===== config.mk =====
export PLATFORM = sky130hd
export DESIGN_NAME = nnrv_wb_arb
export DESIGN_NICKNAME = d
export VERILOG_FILES = /design/src/rtl/nnrv_pkg.sv /design/src/rtl/nnrv_wb_slot.sv /design/src/rtl/nnrv_wb_arb.sv
export SDC_FILE = /design/constraint.sdc
export NUM_CORES = 1
export LEC_CHECK = 0
export BUFFER_PORTS_ARGS = -buffer_cell sky130_fd_sc_hd__buf_2
export CAP_MARGIN = 20
export CORE_AREA = 2 2 104 96
export CTS_CLUSTER_DIAMETER = 50
export DETAILED_ROUTE_END_ITERATION = 12
export DIE_AREA = 0 0 106 98
export PLACE_DENSITY = 0.84
export SYNTH_ARGS = -nofsm -noshare
export SYNTH_HDL_FRONTEND = slang
export SYNTH_HIERARCHICAL = 1
export SYNTH_SLANG_ARGS = --single-unit

===== constraint.sdc =====
create_clock -name i_clk -period 6.4 [get_ports i_clk]
set_input_delay 0.32 -clock i_clk [delete_from_list [all_inputs] [get_ports i_clk]]
set_output_delay 0.32 -clock i_clk [all_outputs]
set_load 0.1 [all_outputs]

===== src/rtl/nnrv_pkg.sv =====
// Shared constants for the nnrv writeback path: register-file geometry and
// requester identifiers used by the writeback arbiter.
package nnrv_pkg;

    localparam int unsigned XLEN    = 32;
    localparam int unsigned REG_NUM = 32;
    localparam int unsigned REG_AW  = $clog2(REG_NUM);

    // Requester IDs for the round-robin pointer and the age flag
    localparam logic REQ_EX = 1'b0;
    localparam logic REQ_LD = 1'b1;

endpackage


===== src/rtl/nnrv_wb_slot.sv =====
// One-entry writeback holding slot. Writes to x0 are accepted but dropped,
// so they never occupy the slot.
import nnrv_pkg::*;

module nnrv_wb_slot (
    input  logic              i_clk,
    input  logic              i_rst,
    input  logic              load,
    input  logic              clear,
    input  logic [REG_AW-1:0] in_rd,
    input  logic [XLEN-1:0]   in_data,
    output logic              valid,
    output logic [REG_AW-1:0] rd,
    output logic [XLEN-1:0]   data
);

    // Load wins over clear so a slot can be granted and refilled on one edge
    always_ff @(posedge i_clk or negedge i_rst) begin
        if (!i_rst) begin
            valid <= 1'b0;
            rd    <= '0;
            data  <= '0;
        end else if (load) begin
            valid <= (in_rd != '0);
            rd    <= in_rd;
            data  <= in_data;
        end else if (clear) begin
            valid <= 1'b0;
        end
    end

endmodule


===== src/rtl/nnrv_wb_arb.sv =====
// Writeback arbiter: shares the register-file write port between the EX and
// LD requesters and reports pending writes for the issue-stage read ports.
import nnrv_pkg::*;

module nnrv_wb_arb (
    input  logic              i_clk,
    input  logic              i_rst,
    input  logic              i_ex_valid,
    output logic              o_ex_ready,
    input  logic [REG_AW-1:0] i_ex_rd,
    input  logic [XLEN-1:0]   i_ex_data,
    input  logic              i_ld_valid,
    output logic              o_ld_ready,
    input  logic [REG_AW-1:0] i_ld_rd,
    input  logic [XLEN-1:0]   i_ld_data,
    output logic              o_w_en,
    output logic [REG_AW-1:0] o_w,
    output logic [XLEN-1:0]   o_w_reg,
    input  logic [REG_AW-1:0] i_r1,
    input  logic [REG_AW-1:0] i_r2,
    output logic              o_r1_pend,
    output logic              o_r2_pend,
    output logic              o_idle
);

    logic              ex_v, ld_v;
    logic [REG_AW-1:0] ex_rd, ld_rd;
    logic [XLEN-1:0]   ex_data, ld_data;
    logic              gnt_ex, gnt_ld, pick;
    logic              acc_ex, acc_ld;
    logic              rr_q, age_q;

    assign acc_ex = i_ex_valid && o_ex_ready;
    assign acc_ld = i_ld_valid && o_ld_ready;

    nnrv_wb_slot u_ex_slot (
        .i_clk   (i_clk),
        .i_rst   (i_rst),
        .load    (acc_ex),
        .clear   (gnt_ex),
        .in_rd   (i_ex_rd),
        .in_data (i_ex_data),
        .valid   (ex_v),
        .rd      (ex_rd),
        .data    (ex_data)
    );

    nnrv_wb_slot u_ld_slot (
        .i_clk   (i_clk),
        .i_rst   (i_rst),
        .load    (acc_ld),
        .clear   (gnt_ld),
        .in_rd   (i_ld_rd),
        .in_data (i_ld_data),
        .valid   (ld_v),
        .rd      (ld_rd),
        .data    (ld_data)
    );

    // Same destination must retire in order (age); otherwise alternate
    always_comb begin
        gnt_ex = 1'b0;
        gnt_ld = 1'b0;
        pick   = REQ_EX;
        if (ex_v && ld_v) begin
            pick   = (ex_rd == ld_rd) ? age_q : rr_q;
            gnt_ex = (pick == REQ_EX);
            gnt_ld = (pick == REQ_LD);
        end else begin
            gnt_ex = ex_v;
            gnt_ld = ld_v;
        end
    end

    assign o_ex_ready = !ex_v || gnt_ex;
    assign o_ld_ready = !ld_v || gnt_ld;

    // rr_q names the preferred requester; age_q names the older slot entry
    always_ff @(posedge i_clk or negedge i_rst) begin
        if (!i_rst) begin
            rr_q  <= REQ_EX;
            age_q <= REQ_EX;
        end else begin
            if (gnt_ex)
                rr_q <= REQ_LD;
            else if (gnt_ld)
                rr_q <= REQ_EX;
            if (acc_ex)
                age_q <= REQ_LD;
            else if (acc_ld)
                age_q <= REQ_EX;
        end
    end

    always_ff @(posedge i_clk or negedge i_rst) begin
        if (!i_rst) begin
            o_w_en  <= 1'b0;
            o_w     <= '0;
            o_w_reg <= '0;
        end else if (gnt_ex) begin
            o_w_en  <= 1'b1;
            o_w     <= ex_rd;
            o_w_reg <= ex_data;
        end else if (gnt_ld) begin
            o_w_en  <= 1'b1;
            o_w     <= ld_rd;
            o_w_reg <= ld_data;
        end else begin
            o_w_en  <= 1'b0;
        end
    end

    function automatic logic pend_of(input logic [REG_AW-1:0] r);
        return (r != '0) && ((ex_v && ex_rd == r) ||
                             (ld_v && ld_rd == r) ||
                             (o_w_en && o_w == r));
    endfunction

    assign o_r1_pend = pend_of(i_r1);
    assign o_r2_pend = pend_of(i_r2);
    assign o_idle    = !ex_v && !ld_v && !o_w_en;

endmodule


==> results of run 1 <==
==> synthesized netlist by cell type (3+ instances only) <==
cell type	n
a21oi_1	3
a31oi_1	4
dfrtp_1	116
nor2_1	7
nor4_1	6
buf_6	6
and2_1	38
clkbuf_1	6
buf_2	3
mux2_2	56
mux2_4	18
buf_4	6
inv_1	4
and3_1	3
xnor2_1	6
a221o_1	37
xor2_1	29
nand3_1	3
nor2b_1	3
==> path summary, 6_finish.rpt <==
kind,start,end,slack (ns),depth (start not counted)
worst max-delay path,u_ex_slot/rd[4],u_ld_slot/valid,3.51,7
worst min-delay path,i_ld_data[6],u_ld_slot/data[6],0.04,2
worst max register to register,u_ex_slot/rd[4],u_ld_slot/valid,3.51,7
worst min register to register,u_ld_slot/data[3],o_w_reg[3],0.50,1
max in group asynchronous,i_rst,o_w_reg[21],4.76,3
min in group asynchronous,i_rst,o_w_reg[29],0.39,2
==> worst max-delay path, stage by stage, from the launching register on <==
cell       delay, ns
dfrtp_1         0.44
xor2_1          0.20
nor3_2          0.30
and3_1          0.28
or3_1           0.16
and2_2          0.89
nor4b_1         0.37
a2bb2oi_1       0.11
==> routing by layer <==
metal  wire length, um  part of all wire (%)
met5                 0                     0
met4               124                   1.0
met1              5050                    42
met3               704                   5.8
met2              6260                    52
==> kinds of logic after synthesis <==
family / share of synthesized area [%]
buffers and inverters: 3.27
multiplexers: 17.5
flip-flops: 56.2
AO/OA/AOI/OAI: 9.14
XOR/XNOR: 5.94
AND/OR/NAND/NOR: 7.95
==> cells in the final DEF (no fill, tap or decap), types with 2 or more instances in the layout <==
master,count
or4_1,2
clkbuf_16,16
inv_1,4
nand2_1,2
a21oi_1,3
a2bb2oi_1,2
nor2_1,6
buf_2,129
buf_4,6
dlygate4sd3_1,2
a31oi_1,3
clkinv_2,4
mux2_2,56
and2_1,37
nand3_1,3
bufinv_16,3
clkbuf_8,5
and3_1,3
xor2_1,29
xnor2_1,6
mux2_4,18
nor4_1,6
nor4b_1,2
nor2b_1,2
a221o_1,37
dfrtp_1,116
==> cell type report <==
cell class                      count  area (um2)  area share, %
Sequential cell                   116        2900           44.6
Multi-Input combinational cell    228        2120           32.6
Timing Repair Buffer              137         711           10.9
Clock buffer                       22         473           7.26
Tap cell                          126         158           2.42
Clock inverter                      9         126           1.94
Inverter                            5        18.8          0.288
==> stage by stage <==
step | std cells | util [%] | hold WS [ns] | instance area [um2]
finish | 643 | 69.3 | 0.0378 | 6510
CTS | 643 | 69.3 | 0.0256 | 6510
global route | 643 | 69.3 | 0.0200 | 6510
floorplan | 370 | - | 0.0244 | 5160
global placement | 610 | 62.7 | 0.384 | 5890
detailed placement | 610 | 62.7 | 0.393 | 5890
==> what timing repair did <==
action,CTS,global route
hold buffers,2,0
endpoints found under the hold margin,52,0
setup buffers,0,0
==> impl_metrics.csv, run 1 <==
group,metric,value,unit
outcome,outcome,"finished clean",
grt,grt_start_max_net_pins,66,
sta,fmax,346,MHz
synthesis,syn-num-nets,458,
drt,drtAntennaViolNets,0,
setup_path,endpoint_kind,"flop",
sta,totalNegativeSetupSlack,0,ns
synthesis,synth_area,5160,um2
clocking,numCtsBuffers,17,
finish,nets,593,
drt,avgRoutedWirePerCell,18.9,um
grt,grt_util_met1,30.0,%
synthesis,post_synth.cell_area_avg,13.9,um2
clocking,path_clk_slew,0.05,ns
sta,layout_setup_ws,3.51,ns
floorplan,fp.dieW,106,um
place,io_buffers,130,
sta,skew,0.0184,ns
run,drv_cap,0,
grt,busiest_layer,"met2",
grt,antenna_found_initial,0,
grt,grt_pass1_vias,3891,
setup_path,worstSetupPathType,"flop to flop",
place,dp_hpwl,7850,um
synthesis,yosysUniqueCellTypes,31,
floorplan,fp-row-count,34,
synthesis,netlist_instances,370,
drt,routed_wl,12100,um
drt,vias,3584,
setup_path,cp_max_fo,39,
synthesis,ys.warnings.count,6,
grt,grt_pass1_wl,19600,um
drt,via_per_inst,5.57,
floorplan,die-area,10400,um2
drt,dr.first_iter.drc_count,176,
floorplan,die_y,98,um
sta,hold_viol,0,
clocking,ctsHtreeMaxLevel,4,
synthesis,ys_seq_area_share,56.2,%
setup_path,worstPathRequired,6.77,ns
clocking,cts_resized,0,
drt,dr.pass1.iters,4,
finish,diodes,0,
sta,report.final.slew_viol_count,0,
sta,tightestPinTransition,1.11,ns
finish,syn_to_final_growth,26.2,%
grt,grt.total_usage,24.6,%
grt,grt_overflow,0,
floorplan,boundaryPins,131,
synthesis,yosys.area.top_type_share,56.2,%
synthesis,yosysTopAreaCell,"dfrtp_1",
grt,grt_use_met3,8.21,%
finish,largest_reg_flops,37,
clocking,clk_path_buf_depth,2,
grt,grt.met2_usage,41.6,%
clocking,cts_tree,"yes",
sta,period_share,45.1,%
synthesis,synth_edf_count,0,
finish,drive_above_1_share,47.8,%
setup_path,start_kind,"flop",
floorplan,start_util,54.9,%
setup_path,cp.arrival,3.26,ns
hold_path,min_path_type,"input port to flop",
clocking,clk-insertion-delay-late,0.51,ns
clocking,cts.sinks,116,
synthesis,async_flop_share,100,%
sta,setup_viol,0,
sta,max-slew-margin-rel,26.1,%
synthesis,ys.flop_type,"dfrtp_1",
drt,drc_errors,0,
place,place_ws,3.55,ns
sta,timing.final.crit_period,2.89,ns
floorplan,core_area,9400,um2
synthesis,ys_top_cells_by_area,"dfrtp_1 56%, mux2_2 12%, a221o_1 7.2%",
place,place_congestion,0.851,
finish,n_fill_cell,704,
synthesis,synth_seq_cells,116,
sta,rsz0062_at_grt,"no",
clocking,root_buffer,"clkbuf_8",
Power of run 1 is not shown: default switching activity piles up to over one toggle a cycle in this logic, so the estimate is an artifact.
==> run 2, diff against run 1 <==
Settings changed: CORE_AREA 2 2 104 96 to 2 2 108 99, DIE_AREA 0 0 106 98 to 0 0 110 101, PLACE_DENSITY 0.84 to 0.79.
Clock period 6.4 ns to 3 ns, I/O delays scaled along.
==> run 2 against run 1 <==
Sequential cell count unchanged. Cell count increased by 13%. Setup slack got worse by 3.2 ns. First-iteration DRC count is 1.1% lower. Clock skew is 0.0018 ns lower. Non-clock buffer count increased by 80. Global-route usage grew 1.3 points. Hold slack gained 0.13 ns. Wire length increased by 12%. Sequential share of layout area shrank 5.3 points.
==> impl_metrics.csv, run 2 (same netlist as run 1, synthesis figures left out) <==
group,metric,value,unit
drt,via_per_inst,5.39,
floorplan,core_area,10000,um2
clocking,cts_tree,"yes",
sta,setup_viol,0,
clocking,numCtsBuffers,17,
finish,nets,673,
clocking,root_buffer,"clkbuf_8",
floorplan,die_y,101,um
finish,ff_latch_area,2900,um2
grt,antenna_found_initial,0,
finish,final_common_cell,"buf_2",
grt,grt_pass1_wl,21600,um
setup_path,cp_max_fo,5,
finish,syn_to_final_growth,43.2,%
clocking,cts_setup_buffers,0,
sta,totalNegativeSetupSlack,0,ns
drt,drc_errors,0,
grt,busiest_layer,"met2",
clocking,cts_hold_buf,77,
grt,grt_util_met1,33.5,%
finish,layout_common_cells,"129 x buf_2, 116 x dfrtp_1, 77 x dlygate4sd3_1",
grt,grt_pass1_vias,4187,
finish,largest_reg_flops,37,
setup_path,worstSetupPathType,"flop to output pin",
sta,report.final.slew_viol_count,0,
run,drv_cap,0,
clocking,cts.sinks,116,
sta,period_share,90.9,%
floorplan,start_util,51.5,%
drt,dr.pass1.iters,4,
clocking,ctsHtreeMaxLevel,4,
grt,grt_use_met3,5.17,%
place,io_buffers,130,
clocking,clk-insertion-delay-late,0.51,ns
drt,routed_wl,13600,um
setup_path,start_kind,"flop",
drt,vias,3919,
finish,n_fill_cell,633,
sta,skew,0.0166,ns
place,place_congestion,0.858,
hold_path,min_path_type,"input port to flop",
sta,fmax,367,MHz
place,dp_hpwl,8270,um
setup_path,endpoint_kind,"output pin",
grt,grt.total_usage,25.9,%
sta,rsz0062_at_grt,"no",
floorplan,boundaryPins,131,
clocking,cts_resized,0,
drt,drtAntennaViolNets,0,
floorplan,fp.dieW,110,um
setup_path,worstPathRequired,2.85,ns
setup_path,cp.arrival,2.58,ns
finish,diodes,0,
finish,drive_above_1_share,42.3,%
finish,multi_input_area,2130,um2
sta,max-slew-margin-rel,57.6,%
grt,grt.met2_usage,43.1,%
grt,grt_overflow,0,
sta,timing.final.crit_period,2.73,ns
drt,dr.first_iter.drc_count,174,
floorplan,fp-row-count,35,
outcome,outcome,"finished clean",
floorplan,die-area,11100,um2
grt,grt_start_max_net_pins,68,
clocking,clk_path_buf_depth,2,
sta,tightestPinTransition,0.636,ns
drt,avgRoutedWirePerCell,18.7,um
clocking,path_clk_slew,0.06,ns
sta,hold_viol,0,
## run 2: cell types whose count changed in the layout (fill, tap and decap cells not counted), sizes merged
cell | previous run | this run
inv | 5 | 6
dlygate4sd3 | 2 | 77
clkinvlp | 1 | 0
bufinv | 3 | 4
buf | 135 | 140
## run 2: metrics by stage
step	instances	cell area (um2)	setup WS, ns	util [%]	hold slack [ns]
final	727	7390	0.274	73.7	0.163
after CTS	727	7390	0.303	73.7	0.141
after global routing	727	7390	0.103	73.7	0.152
after global placement	618	5990	0.460	59.8	0.203
after detailed placement	618	5990	0.323	59.8	0.206
after floorplan	370	5170	0.229	-	-0.146
## run 2: path summary, 6_finish.rpt
path / cells past startpoint / from / endpoint / slack [ns]
worst max-delay path: 6 / u_ex_slot/rd[4] / o_ex_ready / 0.27
max in group asynchronous: 3 / i_rst / u_ex_slot/data[31] / 1.99
worst min register to register: 1 / u_ld_slot/data[0] / o_w_reg[0] / 0.51
worst max register to register: 8 / u_ex_slot/rd[4] / u_ld_slot/valid / 0.30
worst min-delay path: 3 / i_ex_valid / u_ex_slot/data[24] / 0.16
min in group asynchronous: 2 / i_rst / o_w_reg[22] / 0.22
## run 2: per-layer routing
layer / share of wire (%) / vias up
li1: - / 1784
met1: 43 / 1989
met2: 51 / 125
met3: 4.0 / 21
met4: 1.7 / 0
met5: 0 / -
## run 2: critical path, cell delays in order (launching register included)
cell and delay (ns):
dfrtp_1 0.45, xor2_1 0.20, nor3_2 0.34, nand3_1 0.22
a21oi_1 0.45, inv_1 0.11, buf_2 0.31
## run 2: layout make-up
cell class / count / share of cell area [%]
flip-flops and latches: 116 / 39.3
multi-input cells: 228 / 28.9
repair buffers: 217 / 21.0
clock buffers: 22 / 6.13
clock inverters: 10 / 2.34
well taps: 129 / 2.18
inverters: 5 / 0.254
Power of run 2 is left out for the same reason.
